[config.mk]
export PLATFORM = sky130hd
export DESIGN_NAME = keypad_scanner_flat
export DESIGN_NICKNAME = d
export VERILOG_FILES = /design/src/rtl/keypad_pkg.sv /design/src/rtl/keypad_if.sv /design/src/rtl/keypad_col_scan.sv /design/src/rtl/keypad_scanner.sv /design/src/flat_wrapper.sv
export SDC_FILE = /design/constraint.sdc
export NUM_CORES = 1
export LEC_CHECK = 0
export BUFFER_PORTS_ARGS = -buffer_cell sky130_fd_sc_hd__buf_2
export CORE_MARGIN = 5
export CORE_UTILIZATION = 50
export DETAILED_ROUTE_END_ITERATION = 7
export GPL_TIMING_DRIVEN = 0
export HOLD_SLACK_MARGIN = 0.06
export PLACE_DENSITY = 0.69
export SETUP_SLACK_MARGIN = 0.15
export SLEW_MARGIN = 20
export SYNTH_ARGS = -nofsm -noshare
export SYNTH_HDL_FRONTEND = slang
export SYNTH_HIERARCHICAL = 1
export SYNTH_SLANG_ARGS = --single-unit
export TNS_END_PERCENT = 30
[constraint.sdc]
create_clock -name clk_25mhz -period 3.2 [get_ports clk_25mhz]
set_clock_uncertainty 0.05 [all_clocks]
set_input_delay 0.48 -clock clk_25mhz [delete_from_list [all_inputs] [get_ports clk_25mhz]]
set_output_delay 0.48 -clock clk_25mhz [all_outputs]
set_load 0.02 [all_outputs]
[src/rtl/keypad_pkg.sv]
// Shared types and keymap for the 4x4 matrix keypad scanner.
package keypad_pkg;

  // Outcome of one full four-column scan
  typedef enum logic [1:0] {
    RES_NONE   = 2'd0,
    RES_SINGLE = 2'd1,
    RES_MULTI  = 2'd2
  } scan_res_t;

  // Debounced key state
  typedef enum logic {
    ST_RELEASED = 1'b0,
    ST_PRESSED  = 1'b1
  } key_state_t;

  // Hex legend of the Pmod KYPD: row r, column c
  function automatic logic [3:0] decode_key(input logic [1:0] row_idx,
                                            input logic [1:0] col_idx);
    logic [3:0] w_code;
    case ({row_idx, col_idx})
      4'b00_00: w_code = 4'h1;
      4'b00_01: w_code = 4'h2;
      4'b00_10: w_code = 4'h3;
      4'b00_11: w_code = 4'hA;
      4'b01_00: w_code = 4'h4;
      4'b01_01: w_code = 4'h5;
      4'b01_10: w_code = 4'h6;
      4'b01_11: w_code = 4'hB;
      4'b10_00: w_code = 4'h7;
      4'b10_01: w_code = 4'h8;
      4'b10_10: w_code = 4'h9;
      4'b10_11: w_code = 4'hC;
      4'b11_00: w_code = 4'h0;
      4'b11_01: w_code = 4'hF;
      4'b11_10: w_code = 4'hE;
      default:  w_code = 4'hD;
    endcase
    return w_code;
  endfunction

endpackage

[src/rtl/keypad_if.sv]
// Keypad pins plus decoded key outputs; master = scanner, slave = keypad/consumer.
interface keypad_if;
  logic [3:0] row;
  logic [3:0] col;
  logic [3:0] key_code;
  logic       key_valid;
  logic       key_held;
  logic [3:0] digit_a;
  logic [3:0] digit_b;
  logic [3:0] digit_c;
  logic [3:0] digit_d;

  modport master (
    input  row,
    output col, key_code, key_valid, key_held,
           digit_a, digit_b, digit_c, digit_d
  );

  modport slave (
    output row,
    input  col, key_code, key_valid, key_held,
           digit_a, digit_b, digit_c, digit_d
  );
endinterface

[src/rtl/keypad_col_scan.sv]
// Column driver and row sampler: one full scan every 4*SCAN_TICKS cycles,
// classified as NONE / SINGLE(code) / MULTI and reported with a strobe.
module keypad_col_scan
  import keypad_pkg::*;
#(
  parameter int SCAN_TICKS = 25000
) (
  input  logic       i_clk,
  input  logic       i_rst,
  input  logic [3:0] i_row,
  output logic [3:0] o_col,
  output logic       o_scan_done,
  output scan_res_t  o_result,
  output logic [3:0] o_code
);

  localparam int TICK_W = (SCAN_TICKS > 1) ? $clog2(SCAN_TICKS) : 1;
  localparam logic [TICK_W-1:0] TICK_LAST = TICK_W'(SCAN_TICKS - 1);

  logic [TICK_W-1:0] r_tick;
  logic [1:0]        r_col_idx;
  logic [3:0]        r_col;
  logic [3:0]        r_row_s1;
  logic [3:0]        r_row_s2;
  logic [1:0]        r_acc_cnt;   // keys seen so far this scan, saturating at 2
  logic [3:0]        r_acc_code;
  logic              r_scan_done;
  scan_res_t         r_result;
  logic [3:0]        r_code;

  logic              w_last;
  logic [3:0]        w_hits;
  logic [2:0]        w_col_cnt;
  logic [2:0]        w_sum_raw;
  logic [1:0]        w_sum;
  logic [1:0]        w_row_idx;
  logic [3:0]        w_code_nxt;

  assign w_last    = (r_tick == TICK_LAST);
  assign w_hits    = ~r_row_s2;
  assign w_col_cnt = {2'b00, w_hits[0]} + {2'b00, w_hits[1]} +
                     {2'b00, w_hits[2]} + {2'b00, w_hits[3]};
  assign w_sum_raw = {1'b0, r_acc_cnt} + w_col_cnt;
  assign w_sum     = (w_sum_raw >= 3'd2) ? 2'd2 : w_sum_raw[1:0];

  // Row index of the pressed key when this column has exactly one hit
  always_comb begin
    w_row_idx = 2'd0;
    if (w_hits[1]) w_row_idx = 2'd1;
    if (w_hits[2]) w_row_idx = 2'd2;
    if (w_hits[3]) w_row_idx = 2'd3;
  end

  assign w_code_nxt = (r_acc_cnt == 2'd0 && w_col_cnt == 3'd1) ?
                      decode_key(w_row_idx, r_col_idx) : r_acc_code;

  // Tick counter, column rotation, row synchronizer and per-scan accumulation
  always_ff @(posedge i_clk or posedge i_rst) begin
    if (i_rst) begin
      r_tick      <= '0;
      r_col_idx   <= 2'd0;
      r_col       <= 4'b1110;
      r_row_s1    <= 4'hF;
      r_row_s2    <= 4'hF;
      r_acc_cnt   <= 2'd0;
      r_acc_code  <= 4'h0;
      r_scan_done <= 1'b0;
      r_result    <= RES_NONE;
      r_code      <= 4'h0;
    end else begin
      r_row_s1    <= i_row;
      r_row_s2    <= r_row_s1;
      r_scan_done <= 1'b0;
      if (w_last) begin
        r_tick    <= '0;
        r_col_idx <= r_col_idx + 2'd1;
        r_col     <= {r_col[2:0], r_col[3]};
        if (r_col_idx == 2'd3) begin
          r_acc_cnt   <= 2'd0;
          r_acc_code  <= 4'h0;
          r_scan_done <= 1'b1;
          r_code      <= w_code_nxt;
          case (w_sum)
            2'd0:    r_result <= RES_NONE;
            2'd1:    r_result <= RES_SINGLE;
            default: r_result <= RES_MULTI;
          endcase
        end else begin
          r_acc_cnt  <= w_sum;
          r_acc_code <= w_code_nxt;
        end
      end else begin
        r_tick <= r_tick + 1'b1;
      end
    end
  end

  assign o_col       = r_col;
  assign o_scan_done = r_scan_done;
  assign o_result    = r_result;
  assign o_code      = r_code;

endmodule

[src/rtl/keypad_scanner.sv]
// Matrix keypad scanner top: debounces whole-scan results, accepts single key
// presses and keeps the last four accepted keys for the display driver.
module keypad_scanner
  import keypad_pkg::*;
#(
  parameter int SCAN_TICKS     = 25000,
  parameter int DEBOUNCE_SCANS = 20
) (
  input  logic     clk_25mhz,
  input  logic     reset,
  keypad_if.master kp
);

  localparam int STB_W = $clog2(DEBOUNCE_SCANS + 1);
  localparam logic [STB_W-1:0] STB_MAX = STB_W'(DEBOUNCE_SCANS);

  logic       w_scan_done;
  scan_res_t  w_res;
  logic [3:0] w_code;
  logic [3:0] w_col;

  logic [STB_W-1:0] r_stable;
  scan_res_t        r_prev_res;
  logic [3:0]       r_prev_code;
  key_state_t       r_state;
  logic [3:0]       r_key_code;
  logic             r_key_valid;
  logic             r_key_held;
  logic [3:0]       r_digit_a;
  logic [3:0]       r_digit_b;
  logic [3:0]       r_digit_c;
  logic [3:0]       r_digit_d;

  logic             w_same;
  logic [STB_W-1:0] w_stable_nxt;
  logic             w_stable;
  logic             w_sat_edge;

  keypad_col_scan #(
    .SCAN_TICKS (SCAN_TICKS)
  ) u_col_scan (
    .i_clk       (clk_25mhz),
    .i_rst       (reset),
    .i_row       (kp.row),
    .o_col       (w_col),
    .o_scan_done (w_scan_done),
    .o_result    (w_res),
    .o_code      (w_code)
  );

  // The key code only distinguishes results when a single key is seen
  assign w_same       = (w_res == r_prev_res) &&
                        ((w_res != RES_SINGLE) || (w_code == r_prev_code));
  assign w_stable_nxt = !w_same ? STB_W'(1) :
                        (r_stable == STB_MAX) ? STB_MAX : r_stable + 1'b1;
  assign w_stable     = (w_stable_nxt == STB_MAX);
  assign w_sat_edge   = w_stable && (r_stable != STB_MAX);

  // Debounce counter, press/release FSM and digit history
  always_ff @(posedge clk_25mhz or posedge reset) begin
    if (reset) begin
      r_stable    <= '0;
      r_prev_res  <= RES_NONE;
      r_prev_code <= 4'h0;
      r_state     <= ST_RELEASED;
      r_key_code  <= 4'h0;
      r_key_valid <= 1'b0;
      r_key_held  <= 1'b0;
      r_digit_a   <= 4'h0;
      r_digit_b   <= 4'h0;
      r_digit_c   <= 4'h0;
      r_digit_d   <= 4'h0;
    end else begin
      r_key_valid <= 1'b0;
      if (w_scan_done) begin
        r_stable    <= w_stable_nxt;
        r_prev_res  <= w_res;
        r_prev_code <= w_code;
        case (r_state)
          ST_RELEASED: begin
            if (w_sat_edge && w_res == RES_SINGLE) begin
              r_state     <= ST_PRESSED;
              r_key_code  <= w_code;
              r_key_valid <= 1'b1;
              r_key_held  <= 1'b1;
              r_digit_a   <= r_digit_b;
              r_digit_b   <= r_digit_c;
              r_digit_c   <= r_digit_d;
              r_digit_d   <= w_code;
            end
          end
          default: begin
            if (w_stable && w_res == RES_NONE) begin
              r_state    <= ST_RELEASED;
              r_key_held <= 1'b0;
            end
          end
        endcase
      end
    end
  end

  assign kp.col       = w_col;
  assign kp.key_code  = r_key_code;
  assign kp.key_valid = r_key_valid;
  assign kp.key_held  = r_key_held;
  assign kp.digit_a   = r_digit_a;
  assign kp.digit_b   = r_digit_b;
  assign kp.digit_c   = r_digit_c;
  assign kp.digit_d   = r_digit_d;

endmodule

[src/flat_wrapper.sv]
// flat-port wrapper written by rule: the top's interface ports become plain ports
module keypad_scanner_flat import keypad_pkg::*;
#(
  parameter int SCAN_TICKS     = 25000,
  parameter int DEBOUNCE_SCANS = 20
)
  (clk_25mhz, reset, kp_row, kp_col, kp_key_code, kp_key_valid, kp_key_held, kp_digit_a, kp_digit_b, kp_digit_c, kp_digit_d);
  keypad_if kp_i ();
  input  logic clk_25mhz;
  input  logic reset;
  input wire logic [$bits(kp_i.row)-1:0] kp_row;
  output wire logic [$bits(kp_i.col)-1:0] kp_col;
  output wire logic [$bits(kp_i.key_code)-1:0] kp_key_code;
  output wire logic [$bits(kp_i.key_valid)-1:0] kp_key_valid;
  output wire logic [$bits(kp_i.key_held)-1:0] kp_key_held;
  output wire logic [$bits(kp_i.digit_a)-1:0] kp_digit_a;
  output wire logic [$bits(kp_i.digit_b)-1:0] kp_digit_b;
  output wire logic [$bits(kp_i.digit_c)-1:0] kp_digit_c;
  output wire logic [$bits(kp_i.digit_d)-1:0] kp_digit_d;
  assign kp_i.row = kp_row;
  assign kp_col = kp_i.col;
  assign kp_key_code = kp_i.key_code;
  assign kp_key_valid = kp_i.key_valid;
  assign kp_key_held = kp_i.key_held;
  assign kp_digit_a = kp_i.digit_a;
  assign kp_digit_b = kp_i.digit_b;
  assign kp_digit_c = kp_i.digit_c;
  assign kp_digit_d = kp_i.digit_d;
  keypad_scanner #(.SCAN_TICKS(SCAN_TICKS), .DEBOUNCE_SCANS(DEBOUNCE_SCANS)) u_core (.clk_25mhz(clk_25mhz), .reset(reset), .kp(kp_i));
endmodule
==> impl_results.md, run 1 <==
- Status: completed
- Ratio of cells with drive above 1 in the final layout: 32.4%
- Yosys warnings: 6
- Hold Vio Cnt, Final: 0
- Reg-to-Reg Start: u_core/u_col_scan/r_row_s2[3]$_DFF_PP1_
- Antenna diodes: 0
- Top-area cell type share of the netlist area: 44.1%
- Sequential power share: 54.4%
- Worst hold slack: 0.0945 ns
- Crit-path max FO: 7
- Number of nets in the layout: 352
- Worst vdd ir: 293 uV
- RSZ-0062 raised after global routing: false
- Comb pwr share: 4.4%
- Synth Cell Area: 3460 um2
- Worst-Skew Late Latency: 0.35 ns
- F_max: 359 MHz
- Reg2reg setup slack: 0.42 ns
- Placed cell areas: 3740 um2
- Post-synth EDFFs: 0
- Synth Register Bits: 72
- Worst path slowest cell: dfstp_2
- LEAKAGE: 0.00197 uW
- WP data arrival: 2.98 ns
- Crit path launch type: flop
- Worst Hold Class: in2async
- Cts bufs inserted: 9
- Final Cell Area: 3940 um2
- CP bufs+invs: 1
- Synth top area cells: dfrtp_1 44%, dfstp_2 8.4%, mux2_2 4.2%
- Area grow syn2layout: 13.8%
- Final Cycle Share: 87.0%
- Cell with the most instances after synthesis: dfrtp_1
- Hold buffer count at cts: 0
- IO buf count: 31
- Initial drt markers: 63
- Crit path kind: reg2reg
- Post-Route WL: 6220 um
- I/O Pins: 32
- Period minus WS final: 2.78 ns
- Total GRT Usage: 15.7%
- Syn avg cell area: 11.9 um2
- DR WL/cell: 14.8 um
- Worst-Margin Slew: 0.611 ns
- Synth area leader: dfrtp_1
- CTS Sinks: 72
- Antenna viol nets, final: 0
- DP Wirelength: 4570 um
- CTS H-Tree Depth: 3
- First-pass GRT wire length: 10700 um
- Max clock buf depth: 2
- Sequential fraction of the synthesis area: 52.5%
- FF-to-FF path depth: 9
- Crit-path cells: inv_1 > fa_1 > ha_1 > ha_1 > fa_1 > xor2_1 > nor2_2 > nand2_1 > o31ai_1
- CTS Root Cell: clkbuf_8
- Family with the most delay on the worst path: adder cells
- Die W: 93.2 um
- Vias/cell: 5.31
- Final Power: 1700 uW
- Gpl congestion: 0.805
- Vias: 2231
- Pint: 1310 uW
- Pin count of the biggest net entering global routing: 31
- Initial Util: 51.2%
- Power Dens Cells: 430 nW/um2
- Row count: 30
- Async set or reset register ratio after synthesis: 100%
- Syn_nets: 309
- Relative slew slack: 59.2%
- Total congestion overflow: 0
- Die area: 8690 um2
- Initial antenna violation count: 0
- CP peak stage delay: 0.58 ns
- P_sw: 391 uW
- CTS tree: done
- Placed cells: 404
- Core area: 6760 um2
- Vias in the first global route: 2270
- Worst R2R End: u_core/u_col_scan/r_acc_cnt[0]$_DFFE_PP0N_
- Worst Path Required: 3.40 ns
- Final setup vio count: 0
- Worst setup EP type: flop
- Dominant synthesized flop cell: dfrtp_1
- Clock network power share: 41.2%
- Top post-synthesis cells by count: 61 x dfrtp_1, 27 x nand2_1, 19 x inv_1, 19 x nor2_1, 14 x xor2_1
- Clk pin slew, worst setup/hold paths: 0.07 ns
- Fin. max-slew vios: 0
- Fin cells: 420
- Yosys cell types: 55
- DIE HEIGHT: 93.2 um
- TritonRoute pass-1 iters: 4
- Sw Share: 23.0%
- DRC Markers: 0
- Setup TNS Final: 0 ns
- Cells after synthesis: 292
- Total of max-cap violations: 0
==> power groups by stage <==
stage	registers (uW)	logic [uW]	clock network (uW)
after global placement	939	67.5	0
after CTS	922	75.5	726
final	922	74.7	699
after global routing	923	84.8	767
after detailed placement	940	74.7	0
after floorplan	939	52.6	0
==> placed cells by master (no fill, tap or decap), types with 3 or more instances in the layout <==
| master | synthesis | layout |
|---|---|---|
| a21oi_1 | 7 | 7 |
| a21oi_2 | 3 | 3 |
| buf_2 | 1 | 32 |
| buf_4 | 4 | 4 |
| clkbuf_8 | 0 | 9 |
| clkinv_2 | 0 | 3 |
| dfrtp_1 | 61 | 61 |
| dfstp_2 | 11 | 11 |
| ha_1 | 9 | 9 |
| inv_1 | 19 | 17 |
| mux2_2 | 13 | 13 |
| mux2_4 | 9 | 9 |
| mux2i_1 | 4 | 4 |
| nand2_1 | 27 | 27 |
| nand2b_1 | 4 | 4 |
| nand3_1 | 10 | 10 |
| nand4_1 | 5 | 5 |
| nor2_1 | 19 | 18 |
| nor3_1 | 3 | 3 |
| nor3b_1 | 3 | 3 |
| nor4_1 | 3 | 3 |
| o21ai_0 | 6 | 6 |
| o31ai_1 | 7 | 7 |
| xnor2_1 | 9 | 9 |
| xor2_1 | 14 | 14 |
==> metrics by stage <==
| step | worst slack [ns] | util (%) |
|---|---|---|
| after detailed placement | 0.302 | 55.4 |
| final | 0.417 | 58.3 |
| after floorplan | 0.539 | - |
| after CTS | 0.318 | 58.3 |
| after global routing | 0.234 | 58.3 |
| after global placement | 0.406 | 55.0 |
==> worst register-to-register path: stages, from the launching register on <==
cell     delay (ns)
dfstp_2        0.58
inv_1          0.09
fa_1           0.44
ha_1           0.19
ha_1           0.31
fa_1           0.41
xor2_1         0.18
nor2_2         0.17
nand2_1        0.09
o31ai_1        0.18
==> routing by layer <==
layer	GRT usage, %	routed length, um
met3	5.71	303
met5	0	0
met1	19.1	2740
met2	26.6	3130
met4	4.03	45
==> cell families after synthesis <==
kind of cell    count (synthesis)  synth area share (%)
compound gates                 38                  8.64
xor+xnor                       23                  5.82
fa+ha+maj                      11                  4.41
buf+inv                        29                  4.52
flops                          72                  52.5
mux                            26                  9.29
simple gates                   93                  14.9
==> sequential cells by signal, indices dropped and copies added, names as in the netlist <==
| signal | flops |
|---|---|
| u_core/u_col_scan/r_tick | 15 |
| u_core/r_stable | 5 |
| u_core/kp.digit_a | 4 |
| u_core/kp.digit_b | 4 |
| u_core/kp.digit_c | 4 |
| u_core/kp.digit_d | 4 |
| u_core/r_prev_code | 4 |
| u_core/u_col_scan/o_code | 4 |
| u_core/u_col_scan/o_col | 4 |
| u_core/u_col_scan/r_acc_code | 4 |
| u_core/u_col_scan/r_row_s1 | 4 |
| u_core/u_col_scan/r_row_s2 | 4 |
| u_core/r_prev_res | 2 |
| u_core/u_col_scan/o_result | 2 |
| u_core/u_col_scan/r_acc_cnt | 2 |
| u_core/u_col_scan/r_col_idx | 2 |
| u_core/kp.key_held | 1 |
| u_core/kp.key_valid | 1 |
| u_core/r_state | 1 |
| u_core/u_col_scan/o_scan_done | 1 |
==> area by class of cell <==
type                    count  area (um2)
clock buffers               9         124
well taps                  80         100
inverters                  19        71.3
multi-input cells         191        1490
repair buffers             32         183
plain buffers              10        85.1
clock inverters             7        70.1
fillers                   571        2820
flip-flops and latches     72        1820
==> how the worst max path moves through the flow <==
stage / slack (ns) / depth (start not counted) / startpoint / endpoint
after floorplan: 0.54 / 9 / u_core/u_col_scan/r_row_s2[3]$_DFF_PP1_ / u_core/u_col_scan/r_acc_cnt[0]$_DFFE_PP0N_
after global placement: 0.41 / 9 / u_core/u_col_scan/r_row_s2[3]$_DFF_PP1_ / u_core/u_col_scan/r_acc_cnt[0]$_DFFE_PP0N_
after detailed placement: 0.30 / 9 / u_core/u_col_scan/r_row_s2[3]$_DFF_PP1_ / u_core/u_col_scan/r_acc_cnt[0]$_DFFE_PP0N_
after CTS: 0.32 / 9 / u_core/u_col_scan/r_row_s2[3]$_DFF_PP1_ / u_core/u_col_scan/r_acc_cnt[0]$_DFFE_PP0N_
after global routing: 0.23 / 9 / u_core/u_col_scan/r_row_s2[3]$_DFF_PP1_ / u_core/u_col_scan/r_acc_cnt[0]$_DFFE_PP0N_
final: 0.42 / 9 / u_core/u_col_scan/r_row_s2[3]$_DFF_PP1_ / u_core/u_col_scan/r_acc_cnt[0]$_DFFE_PP0N_
==> repair_timing <==
action,4_1_cts,5_1_grt
gates resized for setup,0,1
endpoints found under the setup margin,0,2
buffers inserted,0,0
endpoints found under the hold margin,0,0
Note: power is estimated with default switching activity, not from simulation.
==> inputs of run 2 (changes only) <==
--- a/config.mk
+++ b/config.mk
@@ -9,7 +9,6 @@
 export CORE_MARGIN = 5
 export CORE_UTILIZATION = 50
 export DETAILED_ROUTE_END_ITERATION = 7
-export GPL_TIMING_DRIVEN = 0
 export HOLD_SLACK_MARGIN = 0.06
 export PLACE_DENSITY = 0.69
 export SETUP_SLACK_MARGIN = 0.15
==> run 2 against run 1 <==
  * Cell area shrank 1.9%
  * Sequential share of layout area up 0.91 points
  * First-iteration DRC count grew 81%
  * Critical path depth stayed put
  * Critical endpoint unchanged
  * Largest power group unchanged
  * Highest routed layer unchanged
==> impl_results.md, run 2 (synthesized netlist as in run 1, its figures left out) <==
- Commonest non-fill, non-tap cells in the layout: 61 x dfrtp_1, 31 x buf_2, 27 x nand2_1
- Max reg flops: 15 (unchanged)
- Fillcell total: 565 (-1.1%)
- Core area: 6760 um2 (unchanged)
- Antenna viol nets, final: 0 (unchanged)
- RSZ-0062 raised after global routing: false
- Reg2reg setup slack: 0.40 ns (-0.02 ns)
- Top Registers: u_core/u_col_scan/r_tick x15, u_core/r_stable x5
- Final setup vio count: 0 (unchanged)
- Worst Hold Class: in2async
- DIE HEIGHT: 93.2 um (unchanged)
- Comb pwr share: 4.0% (-0.4 points)
- Worst vdd ir: 340 uV (+16%)
- Crit path launch type: flop
- Wl on met1: 2690 um (-1.8%)
- Antenna diodes: 0 (unchanged)
- Met3 Wirelength: 250 um (-17%)
- Worst-Skew Late Latency: 0.34 ns (about the same)
- Vias: 2193 (-1.7%)
- Clk pin slew, worst setup/hold paths: 0.08 ns (about the same)
- CTS Root Cell: clkbuf_8
- DRC Markers: 0 (unchanged)
- Initial drt markers: 114 (+81%)
- Total GRT Usage: 14.9% (-0.81 points)
- Largest Register: u_core/u_col_scan/r_tick
- Reg-to-Reg Start: u_core/u_col_scan/r_row_s2[3]$_DFF_PP1_
- Crit path kind: reg2reg
- Power Dens Cells: 446 nW/um2 (+3.6%)
- Highest metal used: met4
- Most common cell after layout, fill and taps aside: dfrtp_1
- Pint: 1330 uW (+1.6%)
- Post-CTS setup-driven buffer insertion count: 0 (unchanged)
- Final Cycle Share: 87.4% (+0.49 points)
- Cts bufs inserted: 9 (unchanged)
- I/O Pins: 32 (unchanged)
- Worst hold slack: 0.161 ns (+0.0662 ns)
- LEAKAGE: 0.00194 uW (-1.7%)
- Post-CTS sizing: 0 (unchanged)
- Worst-Margin Slew: 0.655 ns (+0.0436 ns)
- Setup TNS Final: 0 ns (unchanged)
- Max clock buf depth: 2 (unchanged)
- Total congestion overflow: 0 (unchanged)
- Hold buffer count at cts: 0 (unchanged)
- Sequential power share: 53.5% (-0.9 points)
- Final Cell Area: 3860 um2 (-1.9%)
- Number of nets in the layout: 345 (-2.0%)
- Gpl congestion: 0.756 (-6.1%)
- Worst Path Required: 3.39 ns (about the same)
- Fin. max-slew vios: 0 (unchanged)
- TritonRoute pass-1 iters: 4 (unchanged)
- Ratio of cells with drive above 1 in the final layout: 30.6% (-1.7 points)
- Fin cells: 413 (-1.7%)
- Placed cells: 397 (-1.7%)
- Vias in the first global route: 2173 (-4.3%)
- Worst R2R End: u_core/u_col_scan/r_acc_cnt[0]$_DFFE_PP0N_
- F_max: 357 MHz (-0.56%)
- WP data arrival: 2.99 ns (about the same)
- FF-to-FF path depth: 9 (unchanged)
- Status: completed
- First-pass GRT wire length: 10300 um (-4.3%)
- Row count: 30 (unchanged)
- Total of max-cap violations: 0 (unchanged)
- Initial Util: 51.2% (unchanged)
- DP Wirelength: 4110 um (-9.9%)
- Die area: 8690 um2 (unchanged)
- CTS Sinks: 72 (unchanged)
- Pin count of the biggest net entering global routing: 43 (+39%)
- Initial antenna violation count: 0 (unchanged)
- P_sw: 396 uW (+1.2%)
- Vias/cell: 5.31 (about the same)
- Sw Share: 23.0% (-0.072 points)
- Period minus WS final: 2.80 ns (+0.0156 ns)
- Clock network power share: 42.4% (+1.2 points)
- Hold Vio Cnt, Final: 0 (unchanged)
- Fin util: 57.2% (-1.1 points)
- IO buf count: 31 (unchanged)
- CTS tree: done
- DR WL met2: 2890 um (-7.8%)
- CTS H-Tree Depth: 3 (unchanged)
- Placed cell areas: 3660 um2 (-2.2%)
- Die W: 93.2 um (unchanged)
- Worst setup EP type: flop
- Crit-path max FO: 7 (unchanged)
- Relative slew slack: 56.2% (-3.0 points)
- Area grow syn2layout: 11.6%
- DR WL/cell: 14.2 um (-3.8%)
- Post-Route WL: 5880 um (-5.4%)
-- run 2: changes by cell type in the layout (fill, tap and decap cells not counted), sizes merged --
cell,previous run,this run
clkinv,4,2
inv,20,21
buf,41,35
-- run 2: critical path, cell delays in order, from the launching register on --
cell	delay [ns]
dfstp_2	0.57
inv_1	0.09
fa_1	0.44
ha_1	0.20
ha_1	0.30
fa_1	0.41
xor2_1	0.17
nor2_1	0.19
nand2_1	0.10
o31ai_1	0.19
-- run 2: power groups by stage --
| stage | combinational, uW | clock (uW) | sequential, uW |
|---|---|---|---|
| 6_report | 69.5 | 731 | 922 |
| 3_5_place_dp | 71.4 | 0 | 940 |
| 3_3_place_gp | 68.6 | 0 | 939 |
| 5_1_grt | 79.6 | 793 | 923 |
| 2_1_floorplan | 52.6 | 0 | 939 |
| 4_1_cts | 71.6 | 749 | 922 |
-- run 2: how the worst max path moves through the flow --
stage                                                  startpoint                                          to  cells after the start
after floorplan           u_core/u_col_scan/r_row_s2[3]$_DFF_PP1_  u_core/u_col_scan/r_acc_cnt[0]$_DFFE_PP0N_                      9
after global placement    u_core/u_col_scan/r_row_s2[3]$_DFF_PP1_  u_core/u_col_scan/r_acc_cnt[0]$_DFFE_PP0N_                      9
after detailed placement  u_core/u_col_scan/r_row_s2[3]$_DFF_PP1_  u_core/u_col_scan/r_acc_cnt[0]$_DFFE_PP0N_                      9
after CTS                 u_core/u_col_scan/r_row_s2[3]$_DFF_PP1_  u_core/u_col_scan/r_acc_cnt[0]$_DFFE_PP0N_                      9
after global routing      u_core/u_col_scan/r_row_s2[3]$_DFF_PP1_  u_core/u_col_scan/r_acc_cnt[0]$_DFFE_PP0N_                      9
final                     u_core/u_col_scan/r_row_s2[3]$_DFF_PP1_  u_core/u_col_scan/r_acc_cnt[0]$_DFFE_PP0N_                      9
-- run 2: metal layers --
| layer | vias to the layer above | global-route usage [%] |
|---|---|---|
| li1 | 1076 | - |
| met1 | 1068 | 19.3 |
| met2 | 44 | 24.2 |
| met3 | 5 | 5.47 |
| met4 | 0 | 3.30 |
| met5 | - | 0 |
-- run 2: through the flow --
stage | setup slack (ns) | total power (uW)
6_report | 0.402 | 1720
5_1_grt | 0.289 | 1800
4_1_cts | 0.387 | 1740
3_5_place_dp | 0.350 | 1010
3_3_place_gp | 0.469 | 1010
2_1_floorplan | 0.539 | 991
-- run 2: final cells by class --
| class | instances | area (um2) | share of cell area (%) |
|---|---|---|---|
| Clock buffer | 10 | 138 | 3.56 |
| Clock inverter | 6 | 65.1 | 1.68 |
| Inverter | 19 | 71.3 | 1.85 |
| Multi-Input combinational cell | 191 | 1490 | 38.5 |
| Sequential cell | 72 | 1820 | 47.0 |
| Tap cell | 80 | 100 | 2.59 |
| Timing Repair Buffer | 35 | 185 | 4.79 |
==> inputs of run 3 (changes only) <==
--- a/config.mk
+++ b/config.mk
@@ -5,12 +5,11 @@
 export SDC_FILE = /design/constraint.sdc
 export NUM_CORES = 1
 export LEC_CHECK = 0
-export BUFFER_PORTS_ARGS = -buffer_cell sky130_fd_sc_hd__buf_2
 export CORE_MARGIN = 5
 export CORE_UTILIZATION = 50
 export DETAILED_ROUTE_END_ITERATION = 7
+export DONT_BUFFER_PORTS = 1
 export HOLD_SLACK_MARGIN = 0.06
-export PLACE_DENSITY = 0.69
 export SETUP_SLACK_MARGIN = 0.15
 export SLEW_MARGIN = 20
 export SYNTH_ARGS = -nofsm -noshare
==> run 3 against run 2 <==
  * Sequential share of layout area up 0.99 points
  * Worst setup slack worse by 0.0050 ns
  * Register-to-register slack barely moved
  * Cell area shrank 2.1%
  * First-iteration DRC count is 11% lower
  * Clock power up 11%
  * Sequential power about the same
  * Fmax is 0.18% lower
  * Cell count decreased by 6.3%
==> impl_results.md, run 3 (synthesized netlist as in run 1, its figures left out) <==
- Fin. max-slew vios: 0 (unchanged)
- Total congestion overflow: 0 (unchanged)
- CTS H-Tree Depth: 3 (unchanged)
- Multi-input combinational cell area: 1490 um2 (unchanged)
- Max reg flops: 15 (unchanged)
- Initial Util: 51.2% (unchanged)
- Relative slew slack: 58.5% (+2.3 points)
- Vias: 2127 (-3.0%)
- Row count: 30 (unchanged)
- Fillcell total: 567 (+0.35%)
- Antenna diodes: 0 (unchanged)
- Final setup margin: 0.397 ns (-0.00498 ns)
- DIE HEIGHT: 93.2 um (unchanged)
- Hold Vio Cnt, Final: 0 (unchanged)
- CTS tree: done
- Final Power: 1800 uW (+4.5%)
- WP data arrival: 3.00 ns (about the same)
- CTS Root Cell: clkbuf_8
- Crit path launch type: flop
- Critical Path Stages: 9 (unchanged)
- TritonRoute pass-1 iters: 4 (unchanged)
- DRC Markers: 0 (unchanged)
- Worst Hold Class: in2async
- Final Cycle Share: 87.6% (+0.16 points)
- Area grow syn2layout: 9.33%
- Crit-path max FO: 7 (unchanged)
- First-pass GRT wire length: 9830 um (-4.3%)
- Period minus WS final: 2.80 ns (+0.00498 ns)
- Crit path kind: reg2reg
- Total GRT Usage: 14.6% (-0.32 points)
- Worst-Margin Slew: 0.621 ns (-0.0340 ns)
- Post-Route WL: 5560 um (-5.6%)
- Placed cell areas: 3510 um2 (-4.2%)
- Post-CTS setup-driven buffer insertion count: 0 (unchanged)
- End of the critical path: u_core/u_col_scan/r_acc_cnt[0]$_DFFE_PP0N_
- CTS Sinks: 72 (unchanged)
- Power Dens Cells: 476 nW/um2 (+6.8%)
- Pin count of the biggest net entering global routing: 43 (unchanged)
- IO buf count: 0 (-100%)
- Status: completed
- Most common cell after layout, fill and taps aside: dfrtp_1
- I/O Pins: 32 (unchanged)
- CP peak stage delay: 0.58 ns (about the same)
- Top Registers: u_core/u_col_scan/r_tick x15, u_core/r_stable x5
- CP bufs+invs: 1 (unchanged)
- CP Launch Point: u_core/u_col_scan/r_row_s2[3]$_DFF_PP1_
- Worst R2R End: u_core/u_col_scan/r_acc_cnt[0]$_DFFE_PP0N_
- Vias in the first global route: 2099 (-3.4%)
- Worst path slowest cell: dfstp_2
- Worst setup EP type: flop
- Ratio of cells with drive above 1 in the final layout: 23.1% (-7.5 points)
- Family with the most delay on the worst path: adder cells
- Initial antenna violation count: 0 (unchanged)
- RSZ-0062 raised after global routing: false
- DP Wirelength: 3800 um (-7.6%)
- Initial drt markers: 102 (-11%)
- Gpl congestion: 0.707 (-6.4%)
- Reg2reg setup slack: 0.40 ns (about the same)
- Worst Path Required: 3.40 ns (about the same)
- Max clock buf depth: 2 (unchanged)
- Worst-Skew Late Latency: 0.35 ns (about the same)
- Worst vdd ir: 279 uV (-18%)
- Antenna viol nets, final: 0 (unchanged)
- Total of max-cap violations: 0 (unchanged)
- Cts bufs inserted: 9 (unchanged)
- Final setup vio count: 0 (unchanged)
- DR WL/cell: 14.4 um (+0.77%)
- Clk pin slew, worst setup/hold paths: 0.08 ns (about the same)
- Die area: 8690 um2 (unchanged)
- Reg-to-Reg Start: u_core/u_col_scan/r_row_s2[3]$_DFF_PP1_
- Register Area: 1820 um2 (unchanged)
- FF-to-FF path depth: 9 (unchanged)
- Die W: 93.2 um (unchanged)
- Largest Register: u_core/u_col_scan/r_tick
- Vias/cell: 5.50 (+3.5%)
- Dpl ws: 0.356 ns (+0.00602 ns)
- Setup TNS Final: 0 ns (unchanged)
- LEAKAGE: 0.00180 uW (-7.0%)
- Crit-path cells: inv_1 > fa_1 > ha_1 > ha_1 > fa_1 > xor2_1 > nor2_1 > nand2_1 > o31ai_1
- Post-CTS sizing: 0 (unchanged)
- F_max: 357 MHz (-0.18%)
- Core area: 6760 um2 (unchanged)
- Commonest non-fill, non-tap cells in the layout: 61 x dfrtp_1, 27 x nand2_1, 19 x inv_1, 19 x nor2_1, 14 x xor2_1
- Number of nets in the layout: 319 (-7.5%)
- Final Cell Area: 3780 um2 (-2.1%)
==> run 3: timing repair <==
action	4_1_cts	5_1_grt
endpoints found under the hold margin	33	1
setup endpoints to repair	0	0
hold buffers	4	1
==> run 3: worst min-delay path by stage <==
| stage | start | end | slack, ns | depth (start not counted) |
|---|---|---|---|---|
| after floorplan | u_core/u_col_scan/r_row_s1[0]$_DFF_PP1_ | u_core/u_col_scan/r_row_s2[0]$_DFF_PP1_ | 0.30 | 0 |
| after global placement | u_core/u_col_scan/r_row_s1[0]$_DFF_PP1_ | u_core/u_col_scan/r_row_s2[0]$_DFF_PP1_ | 0.30 | 0 |
| after detailed placement | u_core/u_col_scan/r_row_s1[3]$_DFF_PP1_ | u_core/u_col_scan/r_row_s2[3]$_DFF_PP1_ | 0.30 | 0 |
| after CTS | kp_row[3] | u_core/u_col_scan/r_row_s1[3]$_DFF_PP1_ | 0.07 | 0 |
| after global routing | reset | u_core/u_col_scan/r_tick[11]$_DFF_PP0_ | 0.12 | 2 |
| final | reset | u_core/u_col_scan/r_tick[9]$_DFF_PP0_ | 0.09 | 2 |
==> run 3: layout make-up <==
| type | count | share of cell area, % |
|---|---|---|
| flip-flops and latches | 72 | 48.0 |
| inverters | 19 | 1.88 |
| repair buffers | 9 | 2.12 |
| clock buffers | 10 | 3.64 |
| multi-input cells | 191 | 39.4 |
| clock inverters | 6 | 2.38 |
| well taps | 80 | 2.65 |
==> run 3: metrics by stage <==
stage | hold slack [ns] | util, % | std cells
2_1_floorplan | 0.295 | - | 292
3_3_place_gp | 0.297 | 51.9 | 366
3_5_place_dp | 0.297 | 51.9 | 366
4_1_cts | 0.0679 | 55.9 | 386
5_1_grt | 0.119 | 56.0 | 387
6_report | 0.0893 | 56.0 | 387
==> run 3: power by group <==
part	internal, uW	switching [uW]	total (uW)	leakage [uW]
logic	26.0	44.4	70.5	0.000734
clock network	463	346	808	0.000113
registers	919	3.34	922	0.000953
==> run 3: metal layers <==
| metal | GRT usage, % | vias up | routed length (um) |
|---|---|---|---|
| li1 | - | 1035 | - |
| met1 | 17.8 | 1046 | 2590 |
| met4 | 6.96 | 0 | 54 |
| met5 | 0 | - | 0 |
| met2 | 22.6 | 41 | 2590 |
| met3 | 5.79 | 5 | 322 |
